--- config.mk ---
export PLATFORM = sky130hd
export DESIGN_NAME = spi_sram_port
export DESIGN_NICKNAME = d
export VERILOG_FILES = /design/src/rtl/spi_sram_port.sv
export SDC_FILE = /design/constraint.sdc
export NUM_CORES = 1
export LEC_CHECK = 0
export CAP_MARGIN = 20
export CORE_MARGIN = 2
export CORE_UTILIZATION = 25
export CTS_CLUSTER_DIAMETER = 120
export DETAILED_ROUTE_END_ITERATION = 8
export SYNTH_ARGS = -nofsm -noshare
export SYNTH_HDL_FRONTEND = slang
export SYNTH_SLANG_ARGS = --single-unit
--- constraint.sdc ---
create_clock -name clk -period 1.7 [get_ports clk]
set_clock_uncertainty 0.15 [all_clocks]
set_input_delay 0.255 -clock clk [delete_from_list [all_inputs] [get_ports clk]]
set_output_delay 0.255 -clock clk [all_outputs]
set_load 0.05 [all_outputs]
--- src/rtl/spi_sram_port.sv ---
// Word-wide off-chip memory port: turns one controller read/write handshake into a
// single 40-bit SPI mode-0 frame to a 23LC512-class serial SRAM in sequential mode.
module spi_sram_port #(
  parameter int CLK_DIV = 2,
  parameter int ADDR_W  = 16,
  parameter int DATA_W  = 16
) (
  input  logic              clk,
  input  logic              rstb,
  input  logic              req_valid,
  input  logic              req_we,
  input  logic [ADDR_W-1:0] req_addr,
  input  logic [DATA_W-1:0] req_wdata,
  output logic              ready,
  output logic [DATA_W-1:0] rdata,
  output logic              rdata_valid,
  output logic              spi_csb,
  output logic              spi_sclk,
  output logic              spi_mosi,
  input  logic              spi_miso
);

  localparam int FRAME_W = 8 + ADDR_W + DATA_W;
  localparam int DIV_W   = (CLK_DIV > 1) ? $clog2(CLK_DIV) : 1;
  localparam logic [DIV_W-1:0] DIV_LAST = DIV_W'(CLK_DIV - 1);
  localparam logic [DIV_W-1:0] GAP_LAST = DIV_W'((CLK_DIV > 1) ? CLK_DIV - 2 : 0);
  localparam logic [7:0] CMD_WRITE = 8'h02;
  localparam logic [7:0] CMD_READ  = 8'h03;

  typedef enum logic [2:0] {S_IDLE, S_SETUP, S_HIGH, S_LOW, S_GAP} state_e;

  state_e               state_q;
  logic [DIV_W-1:0]     div_q;
  logic [5:0]           bit_q;
  logic [FRAME_W-1:0]   sh_q;
  logic                 we_q;
  logic                 ready_q;
  logic                 rdv_q;
  logic [DATA_W-1:0]    rdata_q;
  logic                 csb_q;
  logic                 sclk_q;
  logic                 mosi_q;
  logic [FRAME_W-1:0]   frame;
  logic                 frame_done;

  // NOTE: every signal written in always_comb gets a default first, so no path can infer a latch.
  always_comb begin
    frame = {CMD_READ, req_addr, {DATA_W{1'b0}}};
    if (req_we) frame = {CMD_WRITE, req_addr, req_wdata};
  end

  // ready is raised one cycle before the gap ends, so a held req_valid is accepted exactly
  // CLK_DIV cycles after CSB rises; at CLK_DIV = 1 the gap collapses into the last low phase.
  assign frame_done = ((state_q == S_LOW) && (div_q == DIV_LAST) && (bit_q == '0) && (CLK_DIV == 1))
                   || ((state_q == S_GAP) && (div_q == GAP_LAST));

  // NOTE: sequential state uses non-blocking assignments only; the later frame_done
  // assignments intentionally override the case arms within the same edge.
  always_ff @(posedge clk or negedge rstb) begin
    if (!rstb) begin
      state_q <= S_IDLE;
      div_q   <= '0;
      bit_q   <= '0;
      sh_q    <= '0;
      we_q    <= 1'b0;
      ready_q <= 1'b1;
      rdv_q   <= 1'b0;
      rdata_q <= '0;
      csb_q   <= 1'b1;
      sclk_q  <= 1'b0;
      mosi_q  <= 1'b0;
    end else begin
      rdv_q <= 1'b0;
      case (state_q)
        S_IDLE: begin
          if (req_valid && ready_q) begin
            state_q <= S_SETUP;
            div_q   <= '0;
            bit_q   <= 6'(FRAME_W - 1);
            sh_q    <= frame;
            we_q    <= req_we;
            ready_q <= 1'b0;
            csb_q   <= 1'b0;
            mosi_q  <= frame[FRAME_W-1];
          end
        end
        S_SETUP: begin
          if (div_q == DIV_LAST) begin
            state_q <= S_HIGH;
            div_q   <= '0;
            sclk_q  <= 1'b1;
          end else begin
            div_q <= div_q + 1'b1;
          end
        end
        S_HIGH: begin
          if (div_q == DIV_LAST) begin
            state_q <= S_LOW;
            div_q   <= '0;
            sclk_q  <= 1'b0;
            sh_q    <= {sh_q[FRAME_W-2:0], spi_miso};
            mosi_q  <= (bit_q != '0) ? sh_q[FRAME_W-2] : 1'b0;
          end else begin
            div_q <= div_q + 1'b1;
          end
        end
        S_LOW: begin
          if (div_q == DIV_LAST) begin
            div_q <= '0;
            if (bit_q == '0) begin
              state_q <= S_GAP;
              csb_q   <= 1'b1;
            end else begin
              state_q <= S_HIGH;
              bit_q   <= bit_q - 6'd1;
              sclk_q  <= 1'b1;
            end
          end else begin
            div_q <= div_q + 1'b1;
          end
        end
        S_GAP:   div_q <= div_q + 1'b1;
        default: state_q <= S_IDLE;
      endcase

      // The last 16 MISO bits have landed in the low end of the shift register.
      if (frame_done) begin
        state_q <= S_IDLE;
        div_q   <= '0;
        ready_q <= 1'b1;
        if (!we_q) begin
          rdata_q <= sh_q[DATA_W-1:0];
          rdv_q   <= 1'b1;
        end
      end
    end
  end

  assign ready       = ready_q;
  assign rdata       = rdata_q;
  assign rdata_valid = rdv_q;
  assign spi_csb     = csb_q;
  assign spi_sclk    = sclk_q;
  assign spi_mosi    = mosi_q;

endmodule

# After elaboration in Yosys (flattened, before gate mapping)
# Index checks and enable logic that the tools add are counted.
[totals] register_bits=71 output_inout_bits=21 elab_cells=86
[op_classes] add_sub_neg=2 n_eq_ne=15 n_mux=35 n_bitwise=2 reduce_logical=21
[ops] operator="39-bit two-way mux" count=2
[ops] operator="39-bit case mux with 2 select lines" count=1
[ops] operator="33-bit two-way mux" count=1
[ops] operator="3-bit two-way mux" count=6
[ops] operator="6-bit two-way mux" count=3
[ops] operator="1-bit two-way mux" count=16
[ops] operator="3-bit case mux with 5 select lines" count=1
[ops] operator="2-bit != test, second input constant" count=6
[ops] operator="3-bit != test, second input constant" count=4
[ops] operator="6-bit case mux with 2 select lines" count=1
[ops] operator="5-bit AND reduction" count=2
[ops] operator="2-bit AND reduction" count=4
[ops] operator="4-bit AND reduction" count=2
[ops] operator="2-bit nonzero test" count=4
[ops] operator="3-bit by 2-bit equality test with 1-bit output, second input constant" count=2
[ops] operator="6-bit zero test" count=1
[ops] operator="1-bit case mux with 3 select lines" count=2
[ops] operator="6-bit nonzero test" count=1
[ops] operator="6-bit by 1-bit subtractor with 6-bit output, second input constant" count=1
[ops] operator="1-bit case mux with 2 select lines" count=2
[ops] operator="4-bit nonzero test" count=1
[ops] operator="3-bit by 1-bit equality test with 1-bit output, second input constant" count=1
[ops] operator="3-bit equality test, second input constant" count=1
[ops] operator="3-bit zero test" count=1
[ops] operator="other kinds (7)" count=9

# Logic depth before layout (Yosys ltp)
# Gate-level depths: netlist of the first run.
[logic_depth] word_depth=5 mapped_depth=8 depth_no_buf=6

# Least setup slack after synthesis of the first run
# No wires, ideal clock.
[synth_path] path_kind="flip-flop to flip-flop" start="register state_q[2]" end="register sh_q[32]" arrival_ns=1.616 required_ns=1.426 slack_ns=-0.190 stages_incl_launch_ff=9 n_path_buf=4 period_less_slack_ns=1.890 cell_sequence="dfrtp_1 buf_2 or3b_1 buf_2 o32a_1 buf_2 buf_6 a211oi_2 a21oi_1"
[synth_between] elab_chain_len=3
[synth_rtl] element="start, declared" line_no="32" text="state_e state_q;"
[synth_rtl] element="start signal, assigned" line_no="61" text="state_q <= S_IDLE;"
[synth_rtl] element="start signal, assigned" line_no="77" text="state_q <= S_SETUP;"
[synth_rtl] element="start signal, assigned" line_no="89" text="state_q <= S_HIGH;"
[synth_rtl] element="3-bit by 2-bit equality test with 1-bit output or 3-bit zero test (tied branches)" line_no="74" text="case (state_q)"
[synth_rtl] element="2-bit != test (no line) or 2-bit nonzero test (tied branches)"
[synth_rtl] element="3-bit AND reduction (no line)"
[synth_rtl] element="end signal, assigned" line_no="80" text="sh_q <= frame;"
[synth_rtl] element="end signal, assigned" line_no="101" text="sh_q <= {sh_q[FRAME_W-2:0], spi_miso};"
[synth_rtl] element="end, declared" line_no="35" text="logic [FRAME_W-1:0] sh_q;"
# Several ways; a longest one is shown, not always the timed one.
# A chain may end at the register's enable or synchronous reset.

# Final worst setup path of the first run
[layout_path] start="register state_q[0]" end="register sh_q[32]"
# The elaborated chain is that of the path after synthesis.

==> results of run 1 <==
-- flip-flops by register name, indices dropped and copies added (netlist names) --
signal and count:
state_q 3, spi_csb 1, sh_q 39, bit_q 6
div_q 1, spi_sclk 1, we_q 1, ready 1
rdata 16, spi_mosi 1, rdata_valid 1
-- what timing repair did --
action / CTS / global route
endpoints found under the setup margin: 60 / 67
resized for setup: 11 / 11
pin swaps: 1 / 2
hold endpoints to repair: 28 / 0
setup buffers: 0 / 4
hold buffers: 1 / 0
cloned: 2 / 0
-- metal layers --
metal  routed length (µm)  track usage [%]
met1                 3780             15.3
met2                 3850             19.7
met3                  353             4.30
met4                  145             4.39
met5                    0                0
-- worst max-delay path: cells and delay by family, from the launching register on --
kind / cells / cell delay (ns)
buffers and inverters: 1 / 0.18
and+or+nand+nor: 1 / 0.41
AOI/OAI and AO/OA: 3 / 0.58
DFF: 1 / 0.43
-- layout make-up --
class	count	area share, %
Clock inverter	5	1.24
Inverter	7	0.555
Timing Repair Buffer	92	19.9
Multi-Input combinational cell	223	31.1
Sequential cell	71	37.7
Clock buffer	10	5.05
Tap cell	172	4.55
-- power by group --
part	switching, mW	internal (mW)	total, mW	leakage [nW]
clock	0.721	1.17	1.89	0.141
combinational	0.0834	0.113	0.196	1.25
sequential	0.0216	1.72	1.74	0.907
total	0.826	3.00	3.83	2.29
-- final timing paths --
kind	to	slack, ns	cells after the start
worst min-delay path	rdata[1]$_DFFE_PN0P_	0.25	2
worst max-delay path	sh_q[32]$_DFFE_PN0P_	-0.18	5
max in group asynchronous	sh_q[25]$_DFFE_PN0P_	0.57	3
worst max register to register	sh_q[32]$_DFFE_PN0P_	-0.18	5
min in group clk	sh_q[30]$_DFFE_PN0P_	0.33	2
worst min register to register	sh_q[30]$_DFFE_PN0P_	0.33	2
-- Yosys cell counts --
cell / instances
dfrtp_1: 69
nand2_1: 53
o21ai_0: 36
a21oi_1: 28
mux2_2: 18
mux2i_1: 17
and3_1: 16
buf_2: 13
nor2_1: 10
clkbuf_1: 8
inv_1: 7
nor3_1: 6
o21ai_1: 5
nand3_1: 4
nand2b_1: 3
a21o_1: 2
dfstp_2: 2
ha_1: 2
nor2b_1: 2
or3b_1: 2
a2111oi_0: 1
a211oi_2: 1
a22o_1: 1
a2bb2oi_1: 1
a31oi_1: 1
and2_1: 1
buf_4: 1
buf_6: 1
mux2_1: 1
nand3b_1: 1
nand4b_1: 1
nand4bb_1: 1
nor3b_1: 1
o21a_1: 1
o21ba_2: 1
o311ai_0: 1
o31a_1: 1
o31ai_1: 1
o32a_1: 1
or3_1: 1
xor2_1: 1
-- kinds of logic after synthesis --
kind of cell / synth area share [%]
xor+xnor: 0.267
flops: 54.3
mux: 11.7
compound gates: 14.0
buf+inv: 4.27
simple gates: 14.7
fa+ha+maj: 0.763
-- stage by stage --
step	util [%]	cell area (µm²)	std cells	hold WS (ns)	setup TNS, ns
3_5_place_dp	33.6	4270	558	0.0898	-21.85
3_3_place_gp	33.6	4270	558	0.0787	-20.58
6_report	37.2	4730	580	0.253	-6.57
5_1_grt	37.2	4730	580	0.298	-10.47
2_1_floorplan	-	3350	324	-0.191	-4.79
4_1_cts	36.6	4660	576	0.267	-7.03
==> reports/metrics.cfg, run 1 <==
[yosys]
ys_ff_latch = 71
syn-num-nets = 363
synth_top_area_share_pct = 52.7
synth_area_leaders = dfrtp_1 53%, mux2_2 6.2%, nand2_1 6.1%, o21ai_0 5.5%, mux2i_1 5.2%
avgSynthCellArea_um2 = 10.1
ys_seq_area_share_pct = 54.3
synth_top_area_cell = dfrtp_1
synth_area_um2 = 3280
yosys_warnings = 0
synth_cell_types = 41
syn-instance-count = 324

[routing]
ant_nets = 0
drt-total-wl_mm = 8.13
drc_errors = 0
drt_first_pass_iters = 4
vias = 2619
via_per_inst = 4.52
drt-initial-drc-count = 150
drt-wirelength-per-cell_um = 14.0

[status]
status = complete, but fails checks
violations = negative setup slack

[clock_tree]
cts.clk_slew.worst_paths_ns = 0.06
cts_made_buffers = 9
clkLatencyLatePin_ns = 0.34
clock_path_buffers = 2
cts.sinks = 71
cts_max_level = 3
clock-root-buffer = clkbuf_16
cts_tree = built

[critical_path]
cp_slowest_cell = dfrtp_1
setup.worst_path.end_class = flop
cp_data_required_time_ns = 1.77
crit_chain = or3b_4 -> o32a_4 -> buf_12 -> a211oi_2 -> a21oi_1
startpoint = state_q[0]$_DFFE_PN0P_
worstPathArrival_ns = 1.95
cpPeakStageDelay_ns = 0.43
worst_setup_path_start_kind = flop
reg2reg_from = state_q[0]$_DFFE_PN0P_
path_class = flop to flop
cp_max_fo = 20

[cells_and_area]
register_area_um2 = 1780
final_cell_mix = 69 x dfrtp_1, 51 x nand2_1, 43 x buf_4, 35 x clkdlybuf4s50_1, 31 x o21ai_0
nets = 443
area_growth_pct = 44.4
fillers = 1319
num_antenna_cells = 0
multi_input_area_um2 = 1470
post_route_cells_drive_above_1_share_pct = 27.5
final_common_cell = dfrtp_1

[grt]
grt_max_degree = 42
grtUsageTotal_pct = 12.3
grt-ovfl-total = 0
grt_pass1_vias = 2775
antenna_found_initial = 0
grt_pass1_wl_mm = 13.7

[floorplan]
start_util_pct = 25.8
coreArea_um2 = 12700
ioPinCount = 58
fp.dieArea_um2 = 14000
fp.dieH_um = 119
die_w_um = 119
core.rowCount = 41

[power_and_ir_drop]
powerDensity_nw_per_um2 = 809
leakagePower_nw = 2.29
power_mw = 3.83
peakVddDrop_v = 0.000489

[timing]
slew_viol_final = 0
fmax_mhz = 531
finalHoldViolCount = 0
relSlewSlack_pct = 70.0
layout_setup_ws_ns = -0.183
tightest_slew_ns = 0.450
period_share_pct = 111
finalCriticalPeriod_ns = 1.88
setup_viol_count_final = 60
rsz0062_at_grt = yes

[job]
cap_violations = 0

[placed_design]
gp_congestion = 0.794
dp_worst_setup_slack_ns = -0.524
port_buffers = 57
place_hpwl_mm = 5.09

[hold_path]
holdCritPathClass = input pin to async pin

No activity file was read; power rests on OpenSTA's default activity.
==> inputs of run 2 (changes only) <==
SETUP_SLACK_MARGIN = 0.3   (was default)
==> reports/metrics.cfg, run 2 (synthesis gave the netlist of run 1 again) <==
[critical_path]
cpPeakStageDelay_ns = 0.41  ; was 0.43 ns
r2r_end = sh_q[32]$_DFFE_PN0P_  ; unchanged
reg2reg_from = state_q[0]$_DFFE_PN0P_  ; unchanged
worstPathArrival_ns = 1.88  ; was 1.95 ns
worst_setup_path_start_kind = flop  ; unchanged
crit_chain = or3b_4 -> o32a_4 -> buf_12 -> a211oi_2 -> a21oi_1  ; unchanged
cp_data_required_time_ns = 1.76  ; was 1.77 ns
cp_max_fo = 27  ; was 20
reg2reg_setup_slack_ns = -0.12  ; was -0.18 ns
cp_top_family = compound AO/OA/AOI/OAI gates  ; unchanged
cp_slowest_cell = dfrtp_1  ; unchanged
cp_num_buf_inv = 1  ; unchanged
path_class = flop to flop  ; unchanged
setup.worst_path.end_class = flop  ; unchanged
r2r_cells = 5  ; unchanged

[placed_design]
port_buffers = 57  ; unchanged
place_hpwl_mm = 5.31  ; was 5.09 mm
gp_congestion = 0.798  ; was 0.794

[clock_tree]
cts_tree = built  ; unchanged
clock-root-buffer = clkbuf_16  ; unchanged
clock_path_buffers = 2  ; unchanged
cts_made_buffers = 9  ; unchanged
cts_max_level = 3  ; unchanged
clkLatencyLatePin_ns = 0.33  ; was 0.34 ns
cts.sinks = 71  ; unchanged
cts.clk_slew.worst_paths_ns = 0.06  ; about the same

[cells_and_area]
post_route_cells_drive_above_1_share_pct = 33.6  ; was 27.5%
final_common_cell = dfrtp_1  ; unchanged
post-route-util_pct = 39.1  ; was 37.2%
num_antenna_cells = 0  ; unchanged
final_cell_mix = 68 x dfrtp_1, 53 x buf_4, 50 x nand2_1, 35 x clkdlybuf4s50_1, 22 x o21ai_1  ; was 69 x dfrtp_1, 51 x nand2_1, 43 x buf_4, 35 x clkdlybuf4s50_1, 31 x o21ai_0
area_growth_pct = 51.8  ; was 44.4%
largest_reg_flops = 39  ; unchanged
nets = 459  ; was 443
largest_register = sh_q  ; unchanged

[grt]
grt_pass1_wl_mm = 13.5  ; was 13.7 mm
antenna_found_initial = 0  ; unchanged
grt-ovfl-total = 0  ; unchanged
grt_pass1_vias = 2723  ; was 2775
grt_max_degree = 42  ; unchanged
grtUsageTotal_pct = 12.0  ; was 12.3%

[power_and_ir_drop]
leakagePower_nw = 2.40  ; was 2.29 nW
peakVddDrop_v = 0.000447  ; was 0.000489 V
power_mw = 3.98  ; was 3.83 mW
powerDensity_nw_per_um2 = 801  ; was 809 nW/µm²

[floorplan]
ioPinCount = 58  ; unchanged
die_w_um = 119  ; unchanged
start_util_pct = 25.8  ; unchanged
coreArea_um2 = 12700  ; unchanged
fp.dieH_um = 119  ; unchanged
fp.dieArea_um2 = 14000  ; unchanged
core.rowCount = 41  ; unchanged

[timing]
relSlewSlack_pct = 71.6  ; was 70.0%
slew_viol_final = 0  ; unchanged
layout_setup_ws_ns = -0.123  ; was -0.183 ns
finalCriticalPeriod_ns = 1.82  ; was 1.88 ns
period_share_pct = 107  ; was 111%
setup_viol_count_final = 43  ; was 60
tightest_slew_ns = 0.426  ; was 0.450 ns
rsz0062_at_grt = yes  ; unchanged
fmax_mhz = 548  ; was 531 MHz
finalHoldViolCount = 0  ; unchanged

[routing]
drt-wirelength-per-cell_um = 13.5  ; was 14.0 µm
ant_nets = 0  ; unchanged
vias = 2669  ; was 2619
drc_errors = 0  ; unchanged
drt-total-wl_mm = 8.06  ; was 8.13 mm
drt-initial-drc-count = 179  ; was 150
via_per_inst = 4.47  ; was 4.52
drt_first_pass_iters = 4  ; unchanged

[status]
status = complete, but fails checks  ; unchanged
violations = negative setup slack  ; unchanged

[hold_path]
holdCritPathClass = input pin to async pin  ; unchanged

[job]
cap_violations = 0  ; unchanged

run 2: cell types whose count changed in the layout (fill, tap and decap cells not counted), sizes merged:
cell      before  now
bufinv         1    2
clkbuf        10    9
clkinvlp       2    0
buf           56   72
clkinv         2    3
inv            7    9
run 2: cell type report:
cell class                 count  area [µm²]
timing repair buffer         108        1060
clock inverter                 7         104
fill                        1256        7750
tap                          172         215
inverter                       7        26.3
clock buffer                   9         225
sequential                    71        1780
multi-input combinational    223        1560
run 2: power breakdown:
part / internal, mW / switching (mW)
clock: 1.30 / 0.736
combinational: 0.115 / 0.0860
sequential: 1.72 / 0.0225
total: 3.14 / 0.844
run 2: layer usage:
| metal | track usage (%) | up-vias | part of all wire (%) | wire length, µm |
|---|---|---|---|---|
| met1 | 15.8 | 1288 | 47 | 3760 |
| met5 | 0 | - | 0 | 0 |
| met3 | 3.96 | 6 | 5.2 | 422 |
| met4 | 4.02 | 0 | 0.78 | 63 |
| li1 | - | 1327 | - | - |
| met2 | 18.4 | 48 | 47 | 3810 |
run 2: worst reg2reg max path: stages, from the launching register on:
cell,delay (ns)
dfrtp_1,0.41
or3b_4,0.40
o32a_4,0.37
buf_12,0.18
a211oi_2,0.14
a21oi_1,0.05
run 2: how the worst max path moves through the flow:
stage / from / endpoint / slack (ns) / cells after the start
3_5_place_dp: req_valid / sh_q[33]$_DFFE_PN0P_ / -0.51 / 6
5_1_grt: state_q[0]$_DFFE_PN0P_ / sh_q[32]$_DFFE_PN0P_ / -0.17 / 5
4_1_cts: state_q[1]$_DFFE_PN0P_ / sh_q[34]$_DFFE_PN0P_ / -0.14 / 4
3_3_place_gp: req_valid / sh_q[32]$_DFFE_PN0P_ / -0.48 / 6
6_report: state_q[0]$_DFFE_PN0P_ / sh_q[32]$_DFFE_PN0P_ / -0.12 / 5
2_1_floorplan: state_q[2]$_DFFE_PN0P_ / sh_q[32]$_DFFE_PN0P_ / -0.14 / 8
run 2: per-stage QoR:
step                area, µm²  setup slack, ns  hold slack (ns)  cells  setup TNS, ns
CTS                      4810           -0.140            0.278    584          -3.37
floorplan                3400           -0.136           -0.191    324          -4.80
global placement         4300           -0.484           0.0755    558         -19.64
finish                   4970           -0.123            0.262    597          -2.76
global route             4970           -0.168            0.291    597          -5.75
detailed placement       4300           -0.512           0.0743    558         -20.56
run 2: timing repair:
action / CTS / global route
hold buffers: 1 / 0
buffers inserted: 8 / 13
endpoints found under the setup margin: 69 / 71
gates cloned: 1 / 0
pin swaps: 10 / 4
gates resized for setup: 30 / 22
hold endpoints to repair: 28 / 0
==> inputs of run 3 (changes only) <==
CTS_CLUSTER_DIAMETER = 40   (was 120)
TNS_END_PERCENT = 50   (was default)
==> reports/metrics.cfg, run 3 (synthesis gave the netlist of run 1 again) <==
[grt]
grt_pass1_vias = 2652  ; was 2723
grt_max_degree = 33  ; was 42
grtUsageTotal_pct = 11.9  ; was 12.0%
grt_pass1_wl_mm = 13.3  ; was 13.5 mm
antenna_found_initial = 0  ; unchanged
grt-ovfl-total = 0  ; unchanged

[timing]
fmax_mhz = 543  ; was 548 MHz
slew_viol_final = 0  ; unchanged
relSlewSlack_pct = 78.4  ; was 71.6%
finalHoldViolCount = 0  ; unchanged
setup_viol_count_final = 44  ; was 43
setup_tns_ns = -3.35  ; was -2.76 ns
period_share_pct = 108  ; was 107%
tightest_slew_ns = 0.321  ; was 0.426 ns
rsz0062_at_grt = yes  ; unchanged
layout_setup_ws_ns = -0.141  ; was -0.123 ns
finalCriticalPeriod_ns = 1.84  ; was 1.82 ns

[cells_and_area]
largest_reg_flops = 39  ; unchanged
nets = 440  ; was 459
num_antenna_cells = 0  ; unchanged
final_cell_mix = 69 x dfrtp_1, 49 x nand2_1, 36 x buf_4, 35 x clkdlybuf4s50_1, 24 x a21oi_1  ; was 68 x dfrtp_1, 53 x buf_4, 50 x nand2_1, 35 x clkdlybuf4s50_1, 22 x o21ai_1
area_growth_pct = 46.2  ; was 51.8%
largest_register = sh_q  ; unchanged
post_route_cells_drive_above_1_share_pct = 28.1  ; was 33.6%
final_common_cell = dfrtp_1  ; unchanged

[clock_tree]
clkLatencyLatePin_ns = 0.33  ; about the same
clock-root-buffer = clkbuf_16  ; unchanged
cts_max_level = 3  ; unchanged
cts_tree = built  ; unchanged
clock_path_buffers = 2  ; unchanged
cts.clk_slew.worst_paths_ns = 0.06  ; about the same
cts.sinks = 71  ; unchanged
cts_made_buffers = 9  ; unchanged

[power_and_ir_drop]
switchingPower_mw = 0.785  ; was 0.844 mW
peakVddDrop_v = 0.000397  ; was 0.000447 V
p_int_mw = 3.20  ; was 3.14 mW
p_clk_share_pct = 51.3  ; was 51.1%
leakagePower_nw = 2.30  ; was 2.40 nW
power_mw = 3.98  ; about the same
combPwrFrac_pct = 4.9  ; was 5.1%
p_sw_share_pct = 19.7  ; was 21.2%
powerDensity_nw_per_um2 = 831  ; was 801 nW/µm²
seqPwrFrac_pct = 43.8  ; about the same

[critical_path]
cp_slowest_cell = or3b_4  ; was dfrtp_1
path_class = flop to flop  ; unchanged
cp_num_buf_inv = 1  ; unchanged
worstPathArrival_ns = 1.90  ; was 1.88 ns
r2r_cells = 5  ; unchanged
crit_chain = or3b_4 -> o32a_4 -> buf_12 -> a211oi_2 -> a21oi_1  ; unchanged
cp_data_required_time_ns = 1.76  ; about the same
reg2reg_from = state_q[1]$_DFFE_PN0P_  ; was state_q[0]$_DFFE_PN0P_
reg2reg_setup_slack_ns = -0.14  ; was -0.12 ns
cpPeakStageDelay_ns = 0.42  ; was 0.41 ns
worst_setup_path_start_kind = flop  ; unchanged
cp_max_fo = 28  ; was 27
cp_top_family = compound AO/OA/AOI/OAI gates  ; unchanged
setup.worst_path.end_class = flop  ; unchanged
r2r_end = sh_q[32]$_DFFE_PN0P_  ; unchanged

[floorplan]
fp.dieH_um = 119  ; unchanged
fp.dieArea_um2 = 14000  ; unchanged
start_util_pct = 25.8  ; unchanged
core.rowCount = 41  ; unchanged
die_w_um = 119  ; unchanged
ioPinCount = 58  ; unchanged
coreArea_um2 = 12700  ; unchanged

[routing]
drt-initial-drc-count = 190  ; was 179
drc_errors = 0  ; unchanged
vias = 2634  ; was 2669
drt_first_pass_iters = 4  ; unchanged
ant_nets = 0  ; unchanged
via_per_inst = 4.56  ; was 4.47
drt-wirelength-per-cell_um = 13.3  ; was 13.5 µm
drt-total-wl_mm = 7.69  ; was 8.06 mm

[placed_design]
gp_congestion = 0.762  ; was 0.798
place_hpwl_mm = 5.27  ; was 5.31 mm
port_buffers = 57  ; unchanged

[hold_path]
holdCritPathClass = input pin to async pin  ; unchanged

[status]
violations = negative setup slack  ; unchanged
status = complete, but fails checks  ; unchanged

[job]
cap_violations = 0  ; unchanged

## run 3: changes by cell type in the layout (fill, tap and decap cells not counted), sizes merged
cell	before	now
inv	9	7
clkinv	3	1
buf	72	53
clkbuf	9	13
## run 3: per-layer routing
layer / track usage (%) / wire length, µm / vias up
met5: 0 / 0 / -
met4: 6.10 / 165 / 0
met3: 3.28 / 365 / 12
met2: 18.1 / 3550 / 43
met1: 15.3 / 3620 / 1294
li1: - / - / 1285
## run 3: per-stage QoR
| step | area [µm²] | cells | hold WS [ns] | setup WS [ns] | utilization (%) |
|---|---|---|---|---|---|
| 2_1_floorplan | 3350 | 324 | -0.191 | -0.136 | - |
| 3_3_place_gp | 4280 | 559 | 0.0250 | -0.496 | 33.7 |
| 3_5_place_dp | 4280 | 559 | 0.0288 | -0.508 | 33.7 |
| 4_1_cts | 4760 | 577 | 0.225 | -0.152 | 37.4 |
| 5_1_grt | 4790 | 578 | 0.264 | -0.200 | 37.7 |
| 6_report | 4790 | 578 | 0.219 | -0.141 | 37.7 |
## run 3: power groups by stage
stage	Clock [mW]	Combinational, mW	Sequential [mW]
5_1_grt	2.17	0.220	1.75
3_3_place_gp	0	0.192	1.77
3_5_place_dp	0	0.196	1.77
6_report	2.04	0.196	1.75
4_1_cts	2.10	0.201	1.74
2_1_floorplan	0	0.0396	1.77
## run 3: how the worst max path moves through the flow
stage,start,endpoint,slack [ns],cells after the start
global route,state_q[1]$_DFFE_PN0P_,sh_q[32]$_DFFE_PN0P_,-0.20,5
finish,state_q[1]$_DFFE_PN0P_,sh_q[32]$_DFFE_PN0P_,-0.14,5
floorplan,state_q[2]$_DFFE_PN0P_,sh_q[32]$_DFFE_PN0P_,-0.14,8
CTS,state_q[1]$_DFFE_PN0P_,sh_q[32]$_DFFE_PN0P_,-0.15,5
detailed placement,req_valid,sh_q[33]$_DFFE_PN0P_,-0.51,6
global placement,req_valid,sh_q[32]$_DFFE_PN0P_,-0.50,6
## run 3: layout make-up
class | count | area, µm²
well taps | 172 | 215
flip-flops and latches | 71 | 1780
inverters | 7 | 26.3
clock buffers | 13 | 260
fillers | 1265 | 7930
clock inverters | 3 | 65.1
repair buffers | 89 | 921
multi-input cells | 223 | 1520
## run 3: timing repair
| action | CTS | global route |
|---|---|---|
| pin swaps | 13 | 4 |
| cloned | 1 | 0 |
| setup endpoints to repair | 71 | 72 |
| hold buffers | 1 | 0 |
| buffers inserted | 0 | 1 |
| resized for setup | 38 | 9 |
| endpoints found under the hold margin | 53 | 0 |
